File: src/rtl/hdr_sync_pkg.sv
// Shared types, header codes and seeker position helpers for the 66b block-header aligner.
package hdr_sync_pkg;

  localparam logic [1:0] DATA_HDR   = 2'b01;
  localparam logic [1:0] CMD_HDR    = 2'b10;
  localparam int         N_SEEK_DEF = 3;
  localparam int         POS_W      = 7;

  typedef enum logic {SEARCH, LOCKED} sync_state_e;

  // Bit position covered by seeker k at index j.
  function automatic int seek_pos(input int k, input int j, input int n_seek = N_SEEK_DEF);
    return k + 1 + n_seek * j;
  endfunction

  function automatic logic hdr_valid(input logic [1:0] hdr);
    return (hdr == DATA_HDR) || (hdr == CMD_HDR);
  endfunction

endpackage

File: src/rtl/hdr_seek_lane.sv
// One header seeker: walks its interleaved set of positions until it sits on a run of valid headers.
module hdr_seek_lane
  import hdr_sync_pkg::*;
#(
  parameter int K       = 0,
  parameter int N_SEEK  = 3,
  parameter int BLOCK_W = 66,
  parameter int CNT_W   = 6
) (
  input  logic               i_clk,
  input  logic               i_rst_n,
  input  logic [BLOCK_W:0]   i_window,
  input  logic               i_win_vld,
  input  logic               i_clear,
  input  logic               i_freeze,
  output logic [POS_W-1:0]   o_pos,
  output logic [CNT_W-1:0]   o_cnt
);

  localparam int N_IDX = BLOCK_W / N_SEEK;
  localparam int IDX_W = (N_IDX > 1) ? $clog2(N_IDX) : 1;

  logic [IDX_W-1:0] r_idx;
  logic [IDX_W-1:0] w_idx_next;
  logic [CNT_W-1:0] r_cnt;
  logic [CNT_W-1:0] w_cnt_next;
  logic [POS_W-1:0] w_pos_cur;
  logic             w_hdr_ok;

  assign w_pos_cur = POS_W'(seek_pos(K, int'(r_idx), N_SEEK));
  assign w_hdr_ok  = hdr_valid(i_window[w_pos_cur -: 2]);

  always_comb begin
    w_idx_next = r_idx;
    w_cnt_next = r_cnt;
    if (i_clear) begin
      w_idx_next = '0;
      w_cnt_next = '0;
    end else if (i_win_vld && !i_freeze) begin
      if (w_hdr_ok) begin
        if (r_cnt != '1) w_cnt_next = r_cnt + 1'b1;
      end else begin
        w_cnt_next = '0;
        w_idx_next = (r_idx == IDX_W'(N_IDX - 1)) ? '0 : r_idx + 1'b1;
      end
    end
  end

  always_ff @(posedge i_clk or negedge i_rst_n) begin
    if (!i_rst_n) begin
      r_idx <= '0;
      r_cnt <= '0;
    end else begin
      r_idx <= w_idx_next;
      r_cnt <= w_cnt_next;
    end
  end

  // Post-update view, so the top can lock on the same edge a count reaches its threshold.
  assign o_pos = POS_W'(seek_pos(K, int'(w_idx_next), N_SEEK));
  assign o_cnt = w_cnt_next;

endmodule

File: src/rtl/hdr_block_sync.sv
// 66b block-header aligner: parallel seekers in SEARCH, frozen offset with error-window monitor in LOCKED.
module hdr_block_sync
  import hdr_sync_pkg::*;
#(
  parameter int BUF_W    = 194,
  parameter int BLOCK_W  = 66,
  parameter int N_SEEK   = 3,
  parameter int CNT_W    = 6,
  parameter int LOCK_CNT = 32,
  parameter int BAD_WIN  = 64,
  parameter int BAD_MAX  = 16
) (
  input  logic             clk_i,
  input  logic             rst_ni,
  input  logic [BUF_W-1:0] gbox_buffer_i,
  input  logic [5:0]       gbox_cnt_i,
  input  logic             buffer_dv_i,
  input  logic             resync_i,
  output logic [6:0]       block_offset_o,
  output logic             block_lock_o,
  output logic             lock_loss_o,
  output logic [CNT_W-1:0] hdr_err_cnt_o
);

  localparam int WIN_W  = BLOCK_W + 1;
  localparam int BASE_W = $clog2(BUF_W);
  localparam int SMP_W  = (BAD_WIN > 1) ? $clog2(BAD_WIN) : 1;

  sync_state_e      r_state;
  logic [WIN_W-1:0] r_window;
  logic             r_win_vld;
  logic [POS_W-1:0] r_lock_pos;
  logic [POS_W-1:0] r_offset;
  logic             r_lock;
  logic             r_lock_loss;
  logic [CNT_W-1:0] r_err_cnt;
  logic [SMP_W-1:0] r_smp_cnt;

  logic [BASE_W-1:0] w_base;
  logic [WIN_W-1:0]  w_window;
  logic [POS_W-1:0]  w_pos [N_SEEK];
  logic [CNT_W-1:0]  w_cnt [N_SEEK];
  logic [POS_W-1:0]  w_lead_pos;
  logic [CNT_W-1:0]  w_lead_cnt;
  logic [POS_W-1:0]  w_hit_pos;
  logic              w_hit;
  logic              w_bad;
  logic [CNT_W-1:0]  w_err_inc;
  logic              w_lose;
  logic              w_clear;
  logic              w_freeze;

  assign w_base   = BASE_W'(BUF_W - 1) - BASE_W'(gbox_cnt_i);
  assign w_window = gbox_buffer_i[w_base -: WIN_W];

  assign w_bad     = !hdr_valid(r_window[r_lock_pos -: 2]);
  assign w_err_inc = (r_err_cnt == '1) ? r_err_cnt : r_err_cnt + 1'b1;
  // Error threshold is evaluated before the window wrap, so a wrap edge cannot mask a lock loss.
  assign w_lose    = (r_state == LOCKED) && r_win_vld && w_bad && (w_err_inc == CNT_W'(BAD_MAX));
  assign w_clear   = resync_i || w_lose;
  assign w_freeze  = (r_state == LOCKED);

  for (genvar gi = 0; gi < N_SEEK; gi++) begin : g_lane
    hdr_seek_lane #(
      .K       (gi),
      .N_SEEK  (N_SEEK),
      .BLOCK_W (BLOCK_W),
      .CNT_W   (CNT_W)
    ) u_lane (
      .i_clk     (clk_i),
      .i_rst_n   (rst_ni),
      .i_window  (r_window),
      .i_win_vld (r_win_vld),
      .i_clear   (w_clear),
      .i_freeze  (w_freeze),
      .o_pos     (w_pos[gi]),
      .o_cnt     (w_cnt[gi])
    );
  end

  // Leader needs a strictly larger count to take over, so ties stay with the lowest seeker.
  always_comb begin
    w_lead_pos = w_pos[0];
    w_lead_cnt = w_cnt[0];
    w_hit      = 1'b0;
    w_hit_pos  = w_pos[0];
    for (int k = 0; k < N_SEEK; k++) begin
      if (w_cnt[k] > w_lead_cnt) begin
        w_lead_cnt = w_cnt[k];
        w_lead_pos = w_pos[k];
      end
      if (!w_hit && (w_cnt[k] == CNT_W'(LOCK_CNT))) begin
        w_hit     = 1'b1;
        w_hit_pos = w_pos[k];
      end
    end
  end

  always_ff @(posedge clk_i or negedge rst_ni) begin
    if (!rst_ni) begin
      r_state     <= SEARCH;
      r_window    <= '0;
      r_win_vld   <= 1'b0;
      r_lock_pos  <= '0;
      r_offset    <= '0;
      r_lock      <= 1'b0;
      r_lock_loss <= 1'b0;
      r_err_cnt   <= '0;
      r_smp_cnt   <= '0;
    end else begin
      r_win_vld   <= buffer_dv_i;
      r_lock_loss <= 1'b0;
      if (buffer_dv_i) r_window <= w_window;
      if (resync_i) begin
        r_state   <= SEARCH;
        r_lock    <= 1'b0;
        r_err_cnt <= '0;
        r_smp_cnt <= '0;
      end else if (r_win_vld) begin
        case (r_state)
          SEARCH: begin
            r_offset <= w_lead_pos - POS_W'(1);
            if (w_hit) begin
              r_state    <= LOCKED;
              r_lock_pos <= w_hit_pos;
              r_offset   <= w_hit_pos - POS_W'(1);
              r_lock     <= 1'b1;
              r_err_cnt  <= '0;
              r_smp_cnt  <= '0;
            end
          end
          LOCKED: begin
            if (w_lose) begin
              r_state     <= SEARCH;
              r_lock      <= 1'b0;
              r_lock_loss <= 1'b1;
              r_err_cnt   <= '0;
              r_smp_cnt   <= '0;
            end else if (r_smp_cnt == SMP_W'(BAD_WIN - 1)) begin
              r_smp_cnt <= '0;
              r_err_cnt <= '0;
            end else begin
              r_smp_cnt <= r_smp_cnt + 1'b1;
              if (w_bad) r_err_cnt <= w_err_inc;
            end
          end
          default: r_state <= SEARCH;
        endcase
      end
    end
  end

  assign block_offset_o = r_offset;
  assign block_lock_o   = r_lock;
  assign lock_loss_o    = r_lock_loss;
  assign hdr_err_cnt_o  = r_err_cnt;

endmodule

File: config.mk
export PLATFORM = sky130hd
export DESIGN_NAME = hdr_block_sync
export DESIGN_NICKNAME = d
export VERILOG_FILES = /design/src/rtl/hdr_sync_pkg.sv /design/src/rtl/hdr_seek_lane.sv /design/src/rtl/hdr_block_sync.sv
export SDC_FILE = /design/constraint.sdc
export NUM_CORES = 1
export LEC_CHECK = 0
export ABC_AREA = 1
export BUFFER_PORTS_ARGS = -buffer_cell sky130_fd_sc_hd__buf_2
export CORE_ASPECT_RATIO = 1.5
export CORE_MARGIN = 10
export CORE_UTILIZATION = 30
export CTS_BUF_LIST = sky130_fd_sc_hd__clkbuf_4
export DETAILED_ROUTE_END_ITERATION = 8
export HOLD_SLACK_MARGIN = 0.06
export PLACE_DENSITY = 0.5
export SETUP_SLACK_MARGIN = 0.02
export SLEW_MARGIN = 40
export SYNTH_ARGS = -nofsm -noshare
export SYNTH_HDL_FRONTEND = slang
export SYNTH_SLANG_ARGS = --single-unit
File: constraint.sdc
create_clock -name clk_i -period 8.4 [get_ports clk_i]
set_input_delay 0.42 -clock clk_i [delete_from_list [all_inputs] [get_ports clk_i]]
set_output_delay 0.42 -clock clk_i [all_outputs]
set_load 0.03 [all_outputs]
==> impl_metrics.py <==
metrics = {
    "run_status": {
        "run_status": "completed",
    },
    "sta": {
        "slew_violations": 0,
        "relSlewSlack": 0.333,
        "final.setup_skew_ps": 25.0,
        "tightest_slew_ps": 989,
        "period_minus_slack_ps": 7430,
        "setup_violations": 0,
        "rsz0062_at_grt": "no",
        "fmax_mhz": 135,
        "fin_crit_sh": 0.885,
        "hold_viol_final": 0,
        "fin_setup_tns_ps": 0,
    },
    "worst_setup_path": {
        "arrival_ps": 7980,
        "cp_max_fo": 12,
        "r2r-start": "g_lane[1].u_lane.r_idx[2]",
        "crit_type": "reg2reg",
        "critPathCaptureType": "register",
        "ff2ff_setup_slack_ps": 970,
        "crit_required_ps": 8950,
        "r2r_end": "block_offset_o[6]",
        "startpoint_type": "register",
        "cp_common_cell": "nand2_1",
        "cpPeakStageDelay_ps": 840,
        "reg2reg_depth": 44,
        "crit_slowest_cell": "fa_1",
    },
    "yosys": {
        "synth-seq-cells": 130,
        "syn_inst": 3967,
        "synth-edff-count": 0,
        "synth_area_um2": 21900,
        "synth.distinct_cells": 60,
        "ys.flop_type": "dfrtp_1",
        "synthTopCellsByArea": "nand2_1, dfrtp_1, o21ai_0",
        "synth_nets": 4244,
        "ys_seq_area_frac": 0.149,
        "syn_avg_cell_area_um2": 5.52,
        "yosysWarnings": 0,
        "yosysTopAreaCell": "nand2_1",
        "async_flop_share": 1.00,
        "synth_top_area_share": 0.228,
    },
    "clocking": {
        "cts_resized": 0,
        "clock_sinks": 130,
        "clk_path_buf_depth": 2,
        "clk_pin_slew_ps": 140,
        "clockRootBuffer": "clkbuf_4",
        "cts_buffers": 17,
        "clock_latency_ps": 640,
        "htreeDepth": 4,
        "cts_tree": "built",
    },
    "detailed_routing": {
        "dr.pass1.iters": 7,
        "vias": 26824,
        "wl_per_cell_um": 20.8,
        "drc": 0,
        "ant_nets": 0,
        "wl_um": 101000,
        "viasPerCell": 5.51,
        "first_iter_violations": 2228,
    },
    "final_layout": {
        "final_util": 0.325,
        "area_growth_pct": 7.61,
        "final_common_cell": "nand2_1",
        "mostFrequentLayoutCells": "nand2_1, o21ai_0, nand3_1, inv_1, nor2_1",
        "multi_input_area_um2": 16400,
        "fin_area_um2": 23600,
        "drive_gt1_frac": 0.0831,
        "n_fill_cell": 8399,
        "num-nets-final": 4211,
        "ff_latch_area_um2": 3260,
    },
    "floorplanning": {
        "dieArea_um2": 84400,
        "initial_core_util": 0.302,
        "rows": 121,
        "pin_count": 219,
        "core_area_um2": 72500,
        "dieWidth_um": 241,
        "die_h_um": 351,
    },
    "power_and_ir_drop": {
        "power_switching_mw": 3.61,
        "p_sw_frac": 0.612,
        "leakage_nw": 11.7,
        "p_per_area_nw_per_um2": 250,
        "intPower_mw": 2.28,
        "pwr-share-seq": 0.151,
        "clkPwrFrac": 0.078,
        "ir_worst_vdd_mv": 0.200,
        "comb_power_share": 0.771,
    },
    "global_routing": {
        "grt_max_degree": 105,
        "grt_pass1_vias": 25121,
        "overflow": 0,
        "grt_pass1_wl_um": 153000,
        "antenna_found_initial": 5,
        "track_usage": 0.235,
    },
    "place": {
        "numPortBuffers": 156,
        "placed_area_um2": 23200,
        "gp_congestion": 1.03,
        "hpwlAfterDp_um": 78800,
    },
    "hold_path": {
        "worstHoldPathType": "in2async",
    },
    "job": {
        "cap_violations": 0,
    },
}
## kinds of logic (layout without fill, tap and decap cells)
| group | Yosys count | after routing | synth area share |
|---|---|---|---|
| compound gates | 930 | 930 | 0.238 |
| xor+xnor | 27 | 27 | 0.0108 |
| fa+ha+maj | 73 | 73 | 0.0428 |
| buf+inv | 570 | 550 | 0.105 |
| flops | 130 | 130 | 0.149 |
| mux | 104 | 104 | 0.0476 |
| other cells | 0 | 2 | 0 |
| simple gates | 2133 | 2133 | 0.407 |
## timing repair
| action | in CTS | in global routing |
|---|---|---|
| hold buffers | 3 | 0 |
| buffers inserted | 0 | 0 |
| endpoints found under the hold margin | 77 | 0 |
| endpoints found under the setup margin | 0 | 0 |
## synthesized netlist by cell type, types with 4 or more instances
cell type     n
o21bai_1     18
a22oi_1      42
nand3_2       4
o22ai_1      13
a32oi_1      16
buf_6         5
o21ai_0     522
nand2_4       4
nand2_1    1330
xor2_1       17
dfrtp_1     130
nor2_2        6
buf_1        55
nor2_4        4
o211ai_1     57
nand3b_1      7
o21ai_1      11
a311oi_1      4
xnor2_1      10
nor3_1        9
buf_4        16
nand4_1      38
inv_2        14
nor2_1      244
a22o_1        7
inv_1       282
ha_1         70
clkbuf_1    150
buf_2        44
nand3_1     450
o31ai_1       4
or2_2        16
mux2i_1     104
a31oi_1      41
nand2_2      10
a21oi_1     175
## flip-flops by register name (all words and copies together) (netlist names)
signal / count
r_window: 67
r_win_vld: 1
lock_loss_o: 1
g_lane.u_lane.r_cnt: 18
block_lock_o: 1
r_state: 1
block_offset_o: 7
r_lock_pos: 7
hdr_err_cnt_o: 6
g_lane.u_lane.r_idx: 15
r_smp_cnt: 6
## how the worst max path moves through the flow
stage | depth (start not counted) | endpoint | slack [ps] | start
finish | 44 | block_offset_o[6] | 970 | g_lane[1].u_lane.r_idx[2]
global route | 44 | block_offset_o[6] | 190 | g_lane[1].u_lane.r_idx[2]
CTS | 44 | block_offset_o[6] | 980 | g_lane[1].u_lane.r_idx[2]
detailed placement | 44 | block_offset_o[6] | 1020 | g_lane[1].u_lane.r_idx[2]
global placement | 47 | block_offset_o[6] | 970 | g_lane[1].u_lane.r_idx[2]
floorplan | 48 | block_offset_o[6] | 1760 | g_lane[1].u_lane.r_idx[0]
## layout make-up
cell class	instances	area share
diodes	2	0.000212
clock buffers	21	0.00669
clock inverters	11	0.00483
inverters	300	0.0483
multi-input cells	3267	0.696
flip-flops and latches	130	0.138
well taps	922	0.0490
repair buffers	218	0.0568
## per-layer routing
layer  global-route usage  wire length [µm]  vias up
met3               0.0315              6050      300
met4                0.188              9120        2
met5                    0                13        -
met1                0.251             37100    12210
met2                0.409             49200     1084
li1                     -                 -    13228
## critical path: cells and delay by family, from the launching register on
kind	cells	cell delay [ps]
AND/OR/NAND/NOR	23	2450
adder cells (fa/ha/maj)	6	2150
AO/OA/AOI/OAI	8	1210
buffers and inverters	7	1070
flip-flops	1	470
## power groups by stage
stage,combinational (mW),clock [mW],sequential [mW]
5_1_grt,5.02,0.497,0.903
3_5_place_dp,4.43,0,0.896
4_1_cts,4.45,0.473,0.883
3_3_place_gp,4.43,0,0.896
2_1_floorplan,3.10,0,0.859
6_report,4.54,0.462,0.890
## metrics by stage
step	hold slack [ps]	instances	total power, mW	setup slack, ps
after floorplan	124	3967	3.96	1760
after CTS	322	4866	5.81	980
after global placement	466	4831	5.33	966
after detailed placement	467	4831	5.33	1020
after global routing	158	4870	6.43	191
final	175	4871	5.89	965
(Power assumes the default switching activity.)
